`config.mk`:
```
export PLATFORM = sky130hd
export DESIGN_NAME = fqueue_head_stage_flat
export DESIGN_NICKNAME = d
export VERILOG_FILES = /design/src/rtl/fqueue_pkg.sv /design/src/rtl/fqueue_head_stage_if.sv /design/src/rtl/fqueue_skid_buf.sv /design/src/rtl/fqueue_head_stage.sv /design/src/flat_wrapper.sv
export SDC_FILE = /design/constraint.sdc
export NUM_CORES = 1
export LEC_CHECK = 0
export ABC_AREA = 0
export CAP_MARGIN = 5
export CORE_ASPECT_RATIO = 1.75
export CORE_UTILIZATION = 45
export DETAILED_ROUTE_END_ITERATION = 12
export HOLD_SLACK_MARGIN = 0.12
export PLACE_DENSITY = 0.76
export SLEW_MARGIN = 10
export SYNTH_ARGS = -nofsm -noshare
export SYNTH_HDL_FRONTEND = slang
export SYNTH_HIERARCHICAL = 1
export SYNTH_SLANG_ARGS = --single-unit
```
`constraint.sdc`:
```
create_clock -name clk -period 2.7 [get_ports clk]
set_clock_uncertainty 0.15 [all_clocks]
set_input_delay 0.27 -clock clk [delete_from_list [all_inputs] [get_ports clk]]
set_output_delay 0.27 -clock clk [all_outputs]
set_load 0.01 [all_outputs]
```
`src/rtl/fqueue_pkg.sv`:
```
// Fqueue shared definitions: entry field helpers
// and the wrap-safe deadline expiry test.
package fqueue_pkg;

  localparam int DL_WIDTH   = 8;
  localparam int DATA_WIDTH = 16;

  // Deadline field: top lw bits of a dw-bit entry.
  function automatic logic [63:0] entry_deadline(
    input logic [63:0] e,
    input int unsigned dw,
    input int unsigned lw
  );
    return (e >> (dw - lw)) & ((64'd1 << lw) - 64'd1);
  endfunction

  // Payload field: low dw-lw bits of the entry.
  function automatic logic [63:0] entry_payload(
    input logic [63:0] e,
    input int unsigned dw,
    input int unsigned lw
  );
    return e & ((64'd1 << (dw - lw)) - 64'd1);
  endfunction

  // Expired iff (dl - now) mod 2^lw is negative.
  function automatic logic is_expired(
    input logic [63:0] dl,
    input logic [63:0] now,
    input int unsigned lw
  );
    logic [63:0] d;
    d = dl - now;
    return d[lw-1];
  endfunction

endpackage

```
`src/rtl/fqueue_head_stage_if.sv`:
```
// Fqueue head output stream: valid/ready with
// payload and deadline of the head entry.
interface fqueue_head_stage_if #(
  parameter int P_W = 8,
  parameter int D_W = 8
);

  logic           valid;
  logic           ready;
  logic [P_W-1:0] data;
  logic [D_W-1:0] deadline;

  modport master (
    output valid, data, deadline,
    input  ready
  );

  modport slave (
    input  valid, data, deadline,
    output ready
  );

endinterface

```
`src/rtl/fqueue_skid_buf.sv`:
```
// Two-entry FIFO-ordered register buffer; the head
// entry is always held in r_e0.
module fqueue_skid_buf
  import fqueue_pkg::*;
#(
  parameter int W = 16
) (
  input  logic         clk,
  input  logic         rst_n,
  input  logic         i_push,
  input  logic [W-1:0] i_data,
  input  logic         i_pop,
  output logic [W-1:0] o_data,
  output logic         o_valid,
  output logic [1:0]   o_occ
);

  logic [W-1:0] r_e0;
  logic [W-1:0] r_e1;
  logic [1:0]   r_occ;

  // Push to tail, pop from head, shift on pop.
  always_ff @(posedge clk or negedge rst_n) begin
    if (!rst_n) begin
      r_e0  <= '0;
      r_e1  <= '0;
      r_occ <= 2'd0;
    end else begin
      case ({i_push, i_pop})
        2'b10: begin
          if (r_occ == 2'd0) r_e0 <= i_data;
          else               r_e1 <= i_data;
          r_occ <= r_occ + 2'd1;
        end
        2'b01: begin
          r_e0  <= r_e1;
          r_occ <= r_occ - 2'd1;
        end
        2'b11: begin
          if (r_occ == 2'd1) begin
            r_e0 <= i_data;
          end else begin
            r_e0 <= r_e1;
            r_e1 <= i_data;
          end
        end
        default: ;
      endcase
    end
  end

  assign o_data  = r_e0;
  assign o_valid = (r_occ != 2'd0);
  assign o_occ   = r_occ;

endmodule

```
`src/rtl/fqueue_head_stage.sv`:
```
// Fqueue read-side head stage: pops sync_fifo,
// drops expired entries, streams the survivors.
module fqueue_head_stage
  import fqueue_pkg::*;
#(
  parameter int ADDR_WIDTH = 9,
  parameter int DATA_WIDTH = 16,
  parameter int DL_WIDTH   = 8,
  parameter int CNT_WIDTH  = 16
) (
  input  logic                  clk,
  input  logic                  rst_n,
  input  logic                  fifo_empty,
  output logic                  fifo_rd_en,
  input  logic [DATA_WIDTH-1:0] fifo_rd_data,
  input  logic [DL_WIDTH-1:0]   now_time,
  input  logic                  drop_en,
  fqueue_head_stage_if.master   out_if,
  output logic                  drop_pulse,
  output logic [CNT_WIDTH-1:0]  drop_cnt
);

  localparam int PW = DATA_WIDTH - DL_WIDTH;

  if (DL_WIDTH >= DATA_WIDTH || ADDR_WIDTH < 1) begin : g_param_chk
    $error("fqueue_head_stage: bad widths");
  end

  logic                  r_inflight;
  logic                  r_drop_pulse;
  logic [CNT_WIDTH-1:0]  r_drop_cnt;
  logic                  w_pop;
  logic                  w_rd_en;
  logic [1:0]            w_occ;
  logic [2:0]            w_level;
  logic [DL_WIDTH-1:0]   w_dl;
  logic                  w_exp;
  logic                  w_drop;
  logic                  w_push;
  logic                  w_valid;
  logic [DATA_WIDTH-1:0] w_head;

  assign w_pop   = w_valid & out_if.ready;
  assign w_level = {1'b0, w_occ}
                 + {2'b00, r_inflight}
                 - {2'b00, w_pop};
  // Gate with rst_n so the pop request is 0 in reset.
  assign w_rd_en = rst_n & ~fifo_empty
                 & (w_level < 3'd2);
  assign fifo_rd_en = w_rd_en;

  assign w_dl = DL_WIDTH'(entry_deadline(
    64'(fifo_rd_data), DATA_WIDTH, DL_WIDTH));
  assign w_exp = is_expired(
    64'(w_dl), 64'(now_time), DL_WIDTH);
  assign w_drop = r_inflight & drop_en & w_exp;
  assign w_push = r_inflight & ~w_drop;

  // Track read latency and count discarded entries.
  always_ff @(posedge clk or negedge rst_n) begin
    if (!rst_n) begin
      r_inflight   <= 1'b0;
      r_drop_pulse <= 1'b0;
      r_drop_cnt   <= '0;
    end else begin
      r_inflight   <= w_rd_en;
      r_drop_pulse <= w_drop;
      if (w_drop && (r_drop_cnt != '1))
        r_drop_cnt <= r_drop_cnt + 1'b1;
    end
  end

  fqueue_skid_buf #(
    .W (DATA_WIDTH)
  ) u_buf (
    .clk     (clk),
    .rst_n   (rst_n),
    .i_push  (w_push),
    .i_data  (fifo_rd_data),
    .i_pop   (w_pop),
    .o_data  (w_head),
    .o_valid (w_valid),
    .o_occ   (w_occ)
  );

  assign out_if.valid    = w_valid;
  assign out_if.deadline = DL_WIDTH'(entry_deadline(
    64'(w_head), DATA_WIDTH, DL_WIDTH));
  assign out_if.data     = PW'(entry_payload(
    64'(w_head), DATA_WIDTH, DL_WIDTH));
  assign drop_pulse      = r_drop_pulse;
  assign drop_cnt        = r_drop_cnt;

endmodule

```
`src/flat_wrapper.sv`:
```
// flat-port wrapper written by rule: the top's interface ports become plain ports
module fqueue_head_stage_flat import fqueue_pkg::*;
#(
  parameter int ADDR_WIDTH = 9,
  parameter int DATA_WIDTH = 16,
  parameter int DL_WIDTH   = 8,
  parameter int CNT_WIDTH  = 16
)
  (clk, rst_n, fifo_empty, fifo_rd_en, fifo_rd_data, now_time, drop_en, drop_pulse, drop_cnt, out_if_valid, out_if_data, out_if_deadline, out_if_ready);
  fqueue_head_stage_if out_if_i ();
  input  logic clk;
  input  logic rst_n;
  input  logic fifo_empty;
  output logic fifo_rd_en;
  input  logic [DATA_WIDTH-1:0] fifo_rd_data;
  input  logic [DL_WIDTH-1:0] now_time;
  input  logic drop_en;
  output logic drop_pulse;
  output logic [CNT_WIDTH-1:0] drop_cnt;
  output wire logic [$bits(out_if_i.valid)-1:0] out_if_valid;
  output wire logic [$bits(out_if_i.data)-1:0] out_if_data;
  output wire logic [$bits(out_if_i.deadline)-1:0] out_if_deadline;
  input wire logic [$bits(out_if_i.ready)-1:0] out_if_ready;
  assign out_if_valid = out_if_i.valid;
  assign out_if_data = out_if_i.data;
  assign out_if_deadline = out_if_i.deadline;
  assign out_if_i.ready = out_if_ready;
  fqueue_head_stage #(.ADDR_WIDTH(ADDR_WIDTH), .DATA_WIDTH(DATA_WIDTH), .DL_WIDTH(DL_WIDTH), .CNT_WIDTH(CNT_WIDTH)) u_core (.clk(clk), .rst_n(rst_n), .fifo_empty(fifo_empty), .fifo_rd_en(fifo_rd_en), .fifo_rd_data(fifo_rd_data), .now_time(now_time), .drop_en(drop_en), .out_if(out_if_i), .drop_pulse(drop_pulse), .drop_cnt(drop_cnt));
endmodule
```
### Yosys cells after proc, flatten, opt, wreduce, memory -nomap -nowiden

Cells that the tools add are included.

* add/subtract/negate cells: 6
* multiply operators: 0
* divide/modulo/power cells: 0
* magnitude comparators: 1
* equal/unequal tests: 8
* shift-type cells: 0
* multiplexer cells: 7
* bitwise operators: 8
* reductions and logical operators: 8

Operators by type and width (count)
* $mux 16: 4
* $pmux 16 s3: 1
* $pmux 16 s2: 1
* $add 16x1->16 const B: 1
* $ne 16x16->1 const B: 1
* $sub 8x8->8: 1
* $and 1x1->1: 6
* $ne 2x2->1 const B: 3
* $reduce_bool 2->1: 3
* $eq 2x1->1 const B: 2
* $eq 2x2->1 const B: 2
* $pmux 2 s2: 1
* $add 2x1->3: 1
* $lt 3x2->1 const B: 1
* $reduce_and 3->1: 1
* $reduce_bool 3->1: 1
* $sub 3x1->3: 1
* $add 2x1->2 const B: 1
* $logic_not 2->1: 1
* $not 1->1: 2
* $reduce_and 2->1: 1
* $sub 2x1->2 const B: 1
* $logic_and 1x1->1: 1

* register bits: 52
* bits in latches: 0
* RAM bits: 0
* bits in read-only memories: 0
* input bits: 29
* output and inout bits: 35
* word-level logic and storage cells: 44
* memories kept: 0

### Depth between registers and ports, before layout

* depth after elaboration: 7
* depth in mapped cells: 16

### Modules after synthesis

Netlist, hierarchy kept.

By module, submodules not included
* fqueue_skid_buf: times used 1, cells each 151, area each 1676.6 µm², seq. area each 850.8 µm²
* fqueue_head_stage: times used 1, cells each 115, area each 1102.3 µm², seq. area each 450.4 µm²

### Worst setup path after synthesis

OpenSTA, ideal clock, no wires.

* path kind: in2reg
* start point: in now_time[4]
* end point: reg u_core.u_buf.r_e1[10]
* library setup time: 0.125 ns
* arrival time: 2.863 ns
* slack: -0.438 ns
* cell stages on the path: 14
* path buffers: 3
* path through: inv_1 > ha_1 > a21oi_1 > o21ai_0 > a21oi_1 > xnor2_1 > o21a_1 > ha_1 > and2_1 > buf_2 > a211o_1 > buf_6 > buf_6 > mux2_4

* longest elaborated chain between the ends: 7

Ends and longest elaborated chain
* start, declared: RTL line flat_wrapper.sv:16 `input logic [DL_WIDTH-1:0] now_time;`
* $sub 8x8->8 (*): RTL line fqueue_pkg.sv:33 `d = dl - now;`
* $and 1x1->1 (*): RTL line fqueue_head_stage.sv:56 `assign w_drop = r_inflight & drop_en & w_exp;`
* $not 1->1 (*): RTL line fqueue_head_stage.sv:57 `assign w_push = r_inflight & ~w_drop;`
* $and 1x1->1 (*): RTL line fqueue_head_stage.sv:57
* via u_core.w_push: RTL line fqueue_head_stage.sv:39 `logic w_push;`
* $eq 2x2->1: RTL line fqueue_skid_buf.sv:29 `case ({i_push, i_pop})`
* $ne 2x2->1 (no source line) / $reduce_bool 2->1 (equally long branches)
* $reduce_and 3->1 (no source line)
* end signal, assigned: RTL line fqueue_skid_buf.sv:32 `else r_e1 <= i_data;`
* end signal, assigned: RTL line fqueue_skid_buf.sv:44 `r_e1 <= i_data;`
* end, declared: RTL line fqueue_skid_buf.sv:19 `logic [W-1:0] r_e1;`

The timed path passes the listed nets; every way through them passes the cells marked *.
A chain may end at the register's enable or synchronous reset.

### Worst setup path in the final report

* start point: reg u_core.u_buf.r_occ[1] (netlist: u_core/u_buf/o_occ[1])
* end point: out fifo_rd_en

* longest elaborated chain between the ends: 5

Ends and longest elaborated chain
* start, declared: RTL line fqueue_skid_buf.sv:20 `logic [1:0] r_occ;`
* start signal, assigned: RTL line fqueue_skid_buf.sv:33 `r_occ <= r_occ + 2'd1;`
* start signal, assigned: RTL line fqueue_skid_buf.sv:37 `r_occ <= r_occ - 2'd1;`
* $reduce_bool 2->1: RTL line fqueue_skid_buf.sv:53 `assign o_valid = (r_occ != 2'd0);`
* $and 1x1->1: RTL line fqueue_head_stage.sv:43 `assign w_pop = w_valid & out_if.ready;`
* via u_core.w_pop: RTL line fqueue_head_stage.sv:32 `logic w_pop;`
* $sub 3x1->3: RTL line fqueue_head_stage.sv:46 `- {2'b00, w_pop};`
* $lt 3x2->1: RTL line fqueue_head_stage.sv:49 `& (w_level < 3'd2);`
* $and 1x1->1: RTL line fqueue_head_stage.sv:49
* end, declared: RTL line flat_wrapper.sv:14 `output logic fifo_rd_en;`

The timed path passes the listed nets, and every way through them passes these cells.

==> impl_results.md <==
* Vias in the first global route at 2488
* Avg Cell Area, Syn at 10.4 um2
* Worst-skew pair later-pin latency at 300 ps
* # rows at 37
* Final WS setup at -62.9 ps
* Post-synthesis register bit count at 52
* Tcrit/Tclk final at 102%
* Syn-to-layout area delta at 45.4%
* Sw Pwr at 1.29 mW
* GPL Wtd Cong at 0.780
* Clock Pin Slew Worst Setup and Hold Paths at 100 ps
* CP bufs+invs at 3
* Failing checks: setup timing
* Die area at 0.00651 mm2
* First-pass GRT wire length at 11.4 mm
* Post-synth EDFFs at 0
* CTS max path bufs at 2
* RSZ-0062 raised after global routing: true
* Worst Path Max Fanout at 2
* Max_cap viols at 0
* Mapped Cells at 266
* Total number of yosys warnings at 6
* HP Start: fifo_rd_data[11]
* R2R depth at 10
* Ranking of synthesized cells by area: dfrtp_1 47%, ha_1 6.3%, o21ai_0 6.3%
* Total CTS buffers at 5
* Leakage power at 1.78 nW
* Status: finished with violations
* Post-synth net total at 310
* Startpoint type of the worst setup path: flop
* Min cycle time layout at 2760 ps
* Antenna cells at 0
* Hold path depth at 3
* Sequential fraction of design power at 35.3%
* Slew @ Worst Pin at 436 ps
* CP delay by family, top: adder cells
* Clock network power share at 12.0%
* Ys flop type: dfrtp_1
* Clock tree sinks at 52
* Asr flop ratio synth at 100%
* I/O pin cnt at 64
* Via density at 5.53
* Worst hold endpoint: u_core/u_buf/r_e1[11]
* Worst path cell trace: inv_2, ha_4, inv_2, and2_4, ha_4, nand2b_4, fa_1, nand2_1, nor3_2, buf_2
* Comb power frac at 52.8%
* DIE WIDTH at 61.4 um
* Vias at 2455
* Worst VDD drop at 0.000645 V
* CTS tree: yes
* Gr usage total at 23.4%
* Starting Density at 46.9%
* CP max stage delay at 500 ps
* Count leader, synth: dfrtp_1
* Arr. time, crit path at 2340 ps
* Initial antenna violation count at 0
* Reg2reg start: u_core/u_buf/o_occ[1]
* Post-DP HPWL at 4.86 mm
* Yosys top cell area share at 46.8%
* Power per cell area at 896 mW/mm2
* Setup TNS at -62.9 ps
* Routed len/inst at 16.1 um
* Cell taking the most area after synthesis: dfrtp_1
* Vert. Die Dim at 106 um
* Crit path capture type: output port
* I/O Buffers at 63
* Reg2reg end: u_core/r_inflight
* CP Class: flop to output port
* DRC Markers at 0
* Register area share after synthesis at 46.8%
* Final nets at 409
* WHS at 306 ps
* Share of layout cells above drive strength 1 at 29.8%
* Final slew viol count at 0
* Design Power at 3.62 mW
* Final hold viol count at 0
* Total grt overflow at 0
* Post-synth cell types at 34
* H-Tree Depth at 2
* Synth cell count leaders: 52 x dfrtp_1, 35 x o21ai_0, 20 x a21oi_1
* Critical Path Slowest Stage Cell: fa_1
* Syn Std Cell Area at 0.00278 mm2
* Post-route ant nets at 0
* Worst endpoint required time at 2280 ps
* Switching fraction of total power at 35.6%
* Clock tree root driver cell: clkbuf_8
* Internal Power at 2.33 mW
* Final setup viols at 1
* Largest net degree at the start of global routing at 53
* Reg-to-reg slack, setup at 40 ps
* F_max at 0.362 GHz
* 1st-pass router iterations at 5
* Hold Crit Class: input pin to flop
* Post-Route WL at 7.15 mm
* DR iter-0 viols at 98
* Core ar. at 0.00593 mm2
* Slew HR at 70.1%
cells by family after synthesis:
logic type	count (synthesis)	synth area share, %
buf+inv	27	5.09
compound gates	73	14.1
flops	52	46.8
fa+ha+maj	15	7.02
xor+xnor	20	6.30
mux	19	8.96
simple gates	60	11.7
layer usage:
| metal | track usage, % | vias to the layer above | part of all wire, % |
|---|---|---|---|
| met1 | 26.0 | 1189 | 37 |
| li1 | - | 1142 | - |
| met4 | 9.84 | 0 | 3.2 |
| met3 | 4.50 | 21 | 4.9 |
| met5 | 0 | - | 0 |
| met2 | 41.3 | 103 | 55 |
state kept, by name, summed over array words and instances (netlist names):
| name | count |
|---|---|
| u_core/u_buf/o_occ | 2 |
| u_core/r_inflight | 1 |
| u_core/drop_cnt | 16 |
| u_core/u_buf/o_data | 16 |
| u_core/drop_pulse | 1 |
| u_core/u_buf/r_e1 | 16 |
stage by stage:
stage                     worst slack, ps  util, %  area [um2]  std cells
after floorplan                      -211        -        2870        266
after global placement               -513     62.7        3720        423
after detailed placement             -675     62.7        3720        423
after CTS                           -99.2     68.1        4040        443
after global routing                 -203     68.2        4040        444
final                               -62.9     68.2        4040        444
placed cells by master, fill, tap and decap left out, drive strengths merged, types with 4 or more instances in the layout:
cell            n
ha             14
nand4           4
nor3            5
and2            5
dlygate4sd2    11
buf            41
xnor2           7
nor4            6
nand2          10
nand3           7
a21oi          20
o21ai          35
clkdlybuf4s50  49
inv            15
dfrtp          52
a31oi          16
clkbuf          6
xor2           13
nor2           11
mux2           17
repair_timing:
action                                 in CTS  in global routing
setup endpoints to repair                  33                  7
pin swaps                                  21                  5
endpoints found under the hold margin      53                  0
hold buffers                                3                  0
cloned                                      3                  0
gates resized for setup                    49                  3
setup buffers                               6                  1
power groups by stage:
| stage | Clock [mW] | Sequential, mW | Combinational [mW] |
|---|---|---|---|
| after detailed placement | 0 | 1.27 | 1.64 |
| final | 0.433 | 1.28 | 1.91 |
| after floorplan | 0 | 1.31 | 0.941 |
| after global routing | 0.468 | 1.30 | 2.09 |
| after CTS | 0.440 | 1.26 | 1.88 |
| after global placement | 0 | 1.26 | 1.57 |
tightest hold or removal path: cells and delay by family:
family   cells  cell delay, ps
mux          1             120
buf+inv      2             340
layout make-up:
class	count	area, um2
fill	476	1890
multi-input combinational	188	1520
sequential	52	1300
timing repair buffer	103	967
tap	78	97.6
clock buffer	6	72.6
inverter	15	68.8
clock inverter	2	16.3
worst max path at each step:
stage                                startpoint                       to  depth (start not counted)
final                     u_core/u_buf/o_occ[1]               fifo_rd_en                         10
after detailed placement            now_time[2]  u_core/u_buf/o_data[14]                         13
after CTS                 u_core/u_buf/o_occ[1]               fifo_rd_en                         10
after global placement              now_time[2]    u_core/u_buf/r_e1[11]                         13
after floorplan                     now_time[2]  u_core/u_buf/o_data[12]                         16
after global routing      u_core/u_buf/o_occ[1]               fifo_rd_en                         10
Note: power is estimated with default switching activity, not from simulation.
==> variant: new RTL, config.mk and constraints unchanged <==
Register the output `drop_cnt` once more, without a reset; this adds one clock of latency there. The other outputs are not delayed to match.
--- a/src/rtl/fqueue_head_stage.sv
+++ b/src/rtl/fqueue_head_stage.sv
@@ -89,7 +89,9 @@
   assign out_if.data     = PW'(entry_payload(
     64'(w_head), DATA_WIDTH, DL_WIDTH));
   assign drop_pulse      = r_drop_pulse;
-  assign drop_cnt        = r_drop_cnt;
+  always_ff @(posedge clk) begin
+    drop_cnt <= r_drop_cnt;
+  end
 
 endmodule
 
Function: changed (a bounded check fails within 4 cycles, from zero or initial values and one cycle with rst_n low).
==> variant against the original RTL <==
  * Routed wire length is 18% higher
  * Count of clock-buffer cells in the layout is 7 higher
  * Via count rose by 7.5%
  * Cell area rose by 16%
  * Largest power group unchanged
  * Setup slack worse by 0.0070 ns
  * Critical path depth unchanged
  * Power increased by 34%
  * Sequential cell count is 16 higher
  * Sequential share of layout area is 2.3 points higher
  * The run still ends with setup timing left
  * Synthesized area grew 11%
==> variant: results (changes against the original RTL) <==
| Metric | Value |
|---|---|
| Met2 Wirelength | `4810 µm (+21%)` |
| Slew HR | `77.0% (+6.8 points)` |
| Violated checks | `setup timing` |
| DP HPWL | `5420 µm (+11%)` |
| Final Setup Violations | `1 (unchanged)` |
| Vias per cell | `5.48 (-0.81%)` |
| Top cells by count, synth | `52 x dfrtp_1, 35 x o21ai_0, 19 x a21oi_1` |
| M2 GR Usage | `44.9% (+3.6 points)` |
| Clk slew on worst S/H paths | `0.05 ns (-0.05 ns)` |
| Final WL | `8420 µm (+18%)` |
| Vias in the first global route | `2696 (+8.4%)` |
| Placed insts | `447 (+5.7%)` |
| PwrDens | `1030 mW/mm² (+15%)` |
| TNS Setup | `-0.0700 ns (-0.00702 ns)` |
| Post-synthesis compound-gate area fraction | `13.0% (-1.1 points)` |
| WL met1 | `2980 µm (+14%)` |
| Final worst-path setup slack | `-0.0700 ns (-0.00702 ns)` |
| Worst vdd ir | `0.000746 V (+16%)` |
| Outcome | `finished, violations left` |
| Sequential area share after synthesis | `52.5% (+5.6 points)` |
| Cell leakage power | `2.11 nW (+19%)` |
| R2R depth | `12 (+2)` |
| Synth Net Count | `325 (+4.8%)` |
| Asr flop ratio synth | `76.5% (-24 points)` |
| Clock Latency Late Sink | `0.33 ns (+0.03 ns)` |
| First-pass GRT wire length | `12900 µm (+13%)` |
| Pre-CTS setup slack | `-0.590 ns (+0.0856 ns)` |
==> variant: area by class of cell <==
cell class	instances	share of cell area, %
clock buffers	13	5.96
clock inverters	3	0.905
flip-flops and latches	68	34.5
inverters	16	1.54
repair buffers	114	22.8
multi-input cells	185	32.1
well taps	82	2.18
==> variant: final timing paths <==
kind | start | to | slack [ns]
setup / recovery | u_core/u_buf/o_occ[1]$_DFFE_PN0P_ | fifo_rd_en | -0.07
hold / removal | rst_n | u_core/r_inflight$_DFF_PN0_ | 0.11
setup reg to reg | u_core/u_buf/o_occ[1]$_DFFE_PN0P_ | u_core/u_buf/o_data[15]$_DFFE_PN0P_ | 0.28
hold reg to reg | u_core/r_drop_cnt[12]$_DFFE_PN0P_ | u_core/drop_cnt[12]$_DFF_P_ | 0.25
max in group asynchronous | rst_n | u_core/u_buf/o_data[8]$_DFFE_PN0P_ | 1.62
min in group asynchronous | rst_n | u_core/r_drop_cnt[2]$_DFFE_PN0P_ | 0.56
